**src/rtl/multi_button_ctrl.sv**
```systemverilog
// Debounced multi-button front end: one enable pulse per accepted press.
// Define AUTOREPEAT_EN to add hold-to-repeat pulses while the button stays down.
module multi_button_ctrl #(
   parameter int                 NUM_BTN         = 2,
   parameter int                 DEBOUNCE_CYCLES = 4,
   parameter logic [NUM_BTN-1:0] UP_MASK         = NUM_BTN'(2'b10),
   parameter int                 REPEAT_DELAY    = 16,
   parameter int                 REPEAT_PERIOD   = 8,
   localparam int                IDX_W = (NUM_BTN > 1) ? $clog2(NUM_BTN) : 1
) (
   input  logic               clk,
   input  logic               reset,
   input  logic [NUM_BTN-1:0] button_n,
   output logic               enable,
   output logic               up_down,
   output logic [IDX_W-1:0]   btn_idx,
   output logic               busy
);

   localparam int               CNT_W   = $clog2(DEBOUNCE_CYCLES + 1);
   localparam logic [CNT_W-1:0] CNT_MAX = CNT_W'(DEBOUNCE_CYCLES);
   localparam logic [CNT_W-1:0] REL_END = CNT_W'(DEBOUNCE_CYCLES - 1);

   if (NUM_BTN < 2 || DEBOUNCE_CYCLES < 1 ||
       REPEAT_DELAY < 1 || REPEAT_PERIOD < 1) begin : g_bad_cfg
      $error("multi_button_ctrl: illegal parameter value");
   end

   typedef enum logic [1:0] {IDLE, DEBOUNCE, HELD} state_t;

   state_t             state, state_nx;
   logic [NUM_BTN-1:0] meta, sync;
   logic [IDX_W-1:0]   cand, cand_nx, low_idx, idx_nx;
   logic [CNT_W-1:0]   cnt, cnt_nx, rel_cnt, rel_nx;
   logic               enable_nx, up_down_nx;
   logic               any_low, all_high;

`ifdef AUTOREPEAT_EN
   localparam int REP_MAX = (REPEAT_DELAY > REPEAT_PERIOD) ?
                            REPEAT_DELAY : REPEAT_PERIOD;
   localparam int               REP_W   = $clog2(REP_MAX + 1);
   localparam logic [REP_W-1:0] REP_DLY = REP_W'(REPEAT_DELAY - 1);
   localparam logic [REP_W-1:0] REP_PER = REP_W'(REPEAT_PERIOD - 1);

   logic [REP_W-1:0] rep_cnt, rep_nx;
   logic             rep_first, first_nx;
   logic             rep_stop, stop_nx;
`endif

   assign any_low  = ~&sync;
   assign all_high = &sync;
   assign busy     = (state != IDLE);

   always_comb begin
      low_idx = '0;
      for (int i = NUM_BTN - 1; i >= 0; i--)
         if (!sync[i]) low_idx = IDX_W'(i);
   end

   always_comb begin
      state_nx   = state;
      cand_nx    = cand;
      cnt_nx     = cnt;
      rel_nx     = rel_cnt;
      enable_nx  = 1'b0;
      up_down_nx = 1'b0;
      idx_nx     = btn_idx;
`ifdef AUTOREPEAT_EN
      rep_nx     = rep_cnt;
      first_nx   = rep_first;
      stop_nx    = rep_stop;
`endif
      unique case (state)
         IDLE: begin
            if (any_low) begin
               cand_nx  = low_idx;
               cnt_nx   = CNT_W'(1);
               state_nx = DEBOUNCE;
            end
         end
         DEBOUNCE: begin
            if (sync[cand]) begin
               cnt_nx   = '0;
               state_nx = IDLE;
            end else if (cnt == CNT_MAX) begin
               cnt_nx     = '0;
               rel_nx     = '0;
               state_nx   = HELD;
               enable_nx  = 1'b1;
               up_down_nx = UP_MASK[cand];
               idx_nx     = cand;
`ifdef AUTOREPEAT_EN
               rep_nx     = '0;
               first_nx   = 1'b1;
               stop_nx    = 1'b0;
`endif
            end else begin
               cnt_nx = cnt + CNT_W'(1);
            end
         end
         HELD: begin
            if (!all_high) begin
               rel_nx = '0;
            end else if (rel_cnt == REL_END) begin
               rel_nx   = '0;
               state_nx = IDLE;
            end else begin
               rel_nx = rel_cnt + CNT_W'(1);
            end
`ifdef AUTOREPEAT_EN
            // once the candidate lifts, repeats stay off until HELD is left
            if (!rep_stop) begin
               if (sync[cand]) begin
                  stop_nx = 1'b1;
                  rep_nx  = '0;
               end else if (rep_cnt == (rep_first ? REP_DLY : REP_PER)) begin
                  enable_nx  = 1'b1;
                  up_down_nx = UP_MASK[cand];
                  idx_nx     = cand;
                  rep_nx     = '0;
                  first_nx   = 1'b0;
               end else begin
                  rep_nx = rep_cnt + REP_W'(1);
               end
            end
`endif
         end
         default: state_nx = IDLE;
      endcase
   end

   always_ff @(posedge clk) begin
      if (reset) begin
         meta      <= '1;
         sync      <= '1;
         state     <= IDLE;
         cand      <= '0;
         cnt       <= '0;
         rel_cnt   <= '0;
         enable    <= 1'b0;
         up_down   <= 1'b0;
         btn_idx   <= '0;
`ifdef AUTOREPEAT_EN
         rep_cnt   <= '0;
         rep_first <= 1'b0;
         rep_stop  <= 1'b0;
`endif
      end else begin
         meta      <= button_n;
         sync      <= meta;
         state     <= state_nx;
         cand      <= cand_nx;
         cnt       <= cnt_nx;
         rel_cnt   <= rel_nx;
         enable    <= enable_nx;
         up_down   <= up_down_nx;
         btn_idx   <= idx_nx;
`ifdef AUTOREPEAT_EN
         rep_cnt   <= rep_nx;
         rep_first <= first_nx;
         rep_stop  <= stop_nx;
`endif
      end
   end

endmodule

```
**config.mk**
```make
export PLATFORM = sky130hd
export DESIGN_NAME = multi_button_ctrl
export DESIGN_NICKNAME = d
export VERILOG_FILES = /design/src/rtl/multi_button_ctrl.sv
export SDC_FILE = /design/constraint.sdc
export NUM_CORES = 1
export LEC_CHECK = 0
export BUFFER_PORTS_ARGS = -buffer_cell sky130_fd_sc_hd__buf_2
export CAP_MARGIN = 20
export CORE_MARGIN = 10
export CORE_UTILIZATION = 40
export CTS_CLUSTER_DIAMETER = 60
export DETAILED_ROUTE_END_ITERATION = 7
export PLACE_DENSITY_LB_ADDON = 0.3
export SYNTH_ARGS = -nofsm -noshare
export SYNTH_HDL_FRONTEND = slang
export SYNTH_SLANG_ARGS = --single-unit
```
**constraint.sdc**
```tcl
create_clock -name clk -period 2.2 [get_ports clk]
set_clock_uncertainty 0.05 [all_clocks]
set_input_delay 0 -clock clk [delete_from_list [all_inputs] [get_ports clk]]
set_output_delay 0 -clock clk [all_outputs]
set_load 0.02 [all_outputs]
```
==> summary.md <==
| Metric | Value |
|---|---|
| # rows | `15` |
| Die Ht | `63.1 um` |
| Power after layout | `0.584 mW` |
| Final Max Slew Viols | `0` |
| Die area | `3980 um2` |
| Maximum level of the CTS H-tree | `1` |
| Power density over cell area | `681 nW/um2` |
| Detailed router's first-iteration violation count | `4` |
| Antenna cells | `0` |
| Worst IR drop on VDD | `411 uV` |
| Count of endpoints failing hold in the final timing report | `0` |
| Async SR Flop Fraction | `0%` |
| Weighted congestion reported at the end of routability-driven placement | `0.777` |
| Number of nets in the layout | `105` |
| Fillcell total | `192` |
| Main flop type after synthesis | `dfxtp_1` |
| Remaining routing DRC violations | `0` |
| Arrival @ worst endpoint | `1720 ps` |
| Number of vias after detailed routing | `550` |
| Largest net degree at the start of global routing | `12` |
| Pin slew with the least headroom to its limit | `384 ps` |
| Time the final worst path needs with I/O delays and setup | `1560 ps` |
| Critical R2R Capture | `state[0]` |
| Number of global-route vias before repair | `574` |
| Highest clock frequency the design can meet | `641 MHz` |
| Total Neg Setup Slack | `0 ps` |
| Worst Hold Path EP | `sync[1]` |
| Final design utilization | `49.2%` |
| Portion of the post-synthesis area used by sequential elements | `43.1%` |
| HPWL after detailed placement | `1040 um` |
| Worst min-delay path category | `flop to flop` |
| CTS tree | `yes` |
| Critical R2R Launch | `state[0]` |
| Worst reg2reg path depth | `6` |
| Cell leakage power | `0.397 nW` |
| Slew HR | `74.1%` |
| Number of placed instances, taps included | `111` |
| Floorplan Core Area | `1750 um2` |
| Warning count from the yosys run | `0` |
| Final setup fails | `0` |
| Initial antenna violation count | `0` |
| CTS Buf Count | `3` |
| Most common library cell in the layout ignoring fill and taps | `dfxtp_1` |
| Effective utilization at floorplan | `42.6%` |
| Wire length reported by the detailed router | `1310 um` |
| Maxcap violations | `0` |
| EDFF count, synth | `0` |
| Layout Cells excl Fill | `117` |
| Peak fanout along the critical path | `4` |
| Overall die width | `63.1 um` |
| Flop and latch count out of synthesis | `16` |
| Worst reg2reg setup slack | `640 ps` |
| Sink Count | `16` |
| Final worst hold slack | `367 ps` |
| Net count after synthesis | `91` |
| Vias per Instance | `4.70` |
| Max Root-Sink Buffers | `2` |
| Clock tree root driver cell | `clkbuf_4` |
| Antenna violation net count after detailed routing | `0` |
| Crit. End Element | `flop` |
| Required time of the critical path | `2360 ps` |
| Area grow syn2layout | `15.5%` |
| Detailed-routing iteration count for the pre-antenna-repair pass | `3` |
| Synthesized cell area | `743 um2` |
| Result of the run | `finished, final reports clean` |
| Clock transition at path regs | `80 ps` |
| Critical path class | `flop to flop` |
| Overall routing resource usage | `7.16%` |
| Gate count after technology mapping | `80` |
| Final cycle utilization of the critical path | `70.9%` |
| Startpoint of the worst hold path | `meta[1]` |
| Global-route wire length before repair | `2320 um` |
| Final global-route overflow total | `0` |
| RSZ-0062 raised after global routing | `false` |
| Clock latency on the worst-skew pair | `280 ps` |
| Avg Synthesized Cell Area | `9.29 um2` |
| Avg WL per Cell | `11.2 um` |
| Kind of start point of the critical path | `flop` |
| Number of I/O port buffers | `7` |
| Fraction of layout instances using a drive strength above 1 | `18.5%` |
| Count of cells along the worst hold path | `1` |
| Commonest cells after routing, fill and taps aside | `dfxtp_1, inv_1, nand2_1, ha_1, buf_2` |
| Number of distinct library cells after synthesis | `28` |
| IO Count | `8` |
==> through the flow <==
stage,instance area (um2),setup WS [ps]
6_report,858,640
5_1_grt,858,416
4_1_cts,858,623
3_5_place_dp,806,633
3_3_place_gp,806,684
2_1_floorplan,743,796
==> layout make-up <==
cell class	count	area [um2]	area share (%)
Clock buffer	3	22.5	2.62
Inverter	8	30.0	3.50
Multi-Input combinational cell	55	389	45.3
Sequential cell	16	320	37.3
Tap cell	25	31.3	3.64
Timing Repair Buffer	10	65.1	7.58
==> per-layer routing <==
layer	global-route usage, %	routed length [um]	up-vias
met5	0	0	-
met3	4.59	105	2
li1	-	-	295
met2	10.9	561	11
met1	7.85	627	242
met4	2.51	18	0
==> critical path: stages (launching register included) <==
cell and delay, ps:
dfxtp_1 350, inv_1 80, ha_1 240, nand3_1 130, a21boi_0 230, nor2b_2 220, mux2i_1 190
==> sequential cells by signal, indices dropped and copies added (netlist names) <==
register / count
up_down: 1
meta: 2
cand: 1
sync: 2
state: 2
enable: 1
cnt: 3
rel_cnt: 3
btn_idx: 1
==> Yosys cell counts (2+ instances only) <==
cell type / number / area share [%]
nand3b_1: 2 / 2.0
or2_2: 4 / 3.4
inv_1: 8 / 4.0
a21oi_1: 2 / 1.3
dfxtp_1: 16 / 43
mux2i_1: 5 / 6.7
nor2b_1: 2 / 1.7
o21ai_0: 3 / 2.0
nand2_1: 7 / 3.5
nor2_1: 5 / 2.5
ha_1: 7 / 12
nand3_1: 3 / 2.0
==> power by group <==
group	internal, mW	switching [mW]
Clock	0.0635	0.0802
Combinational	0.0535	0.0725
Sequential	0.304	0.0109
Total	0.421	0.164
==> worst max path at each step <==
stage,start,to,slack (ps),cells past startpoint
after floorplan,state[0],state[0],800,6
after global placement,state[0],state[0],680,6
after detailed placement,state[0],state[0],630,6
after CTS,state[0],state[0],620,6
after global routing,state[0],state[0],420,6
final,state[0],state[0],640,6
==> repair_timing <==
item,CTS,global route
buffers inserted,0,0
hold buffers,3,0
gates resized for setup,0,0
endpoints found under the hold margin,5,0
==> cells by family after synthesis <==
group           Yosys count  share of synthesized area (%)
buf+inv                   9                           4.55
mux                       5                           6.73
compound gates           11                           9.77
fa+ha+maj                 7                           11.8
simple gates             32                           24.1
flops                    16                           43.1
Note: power is estimated with default switching activity, not from simulation.
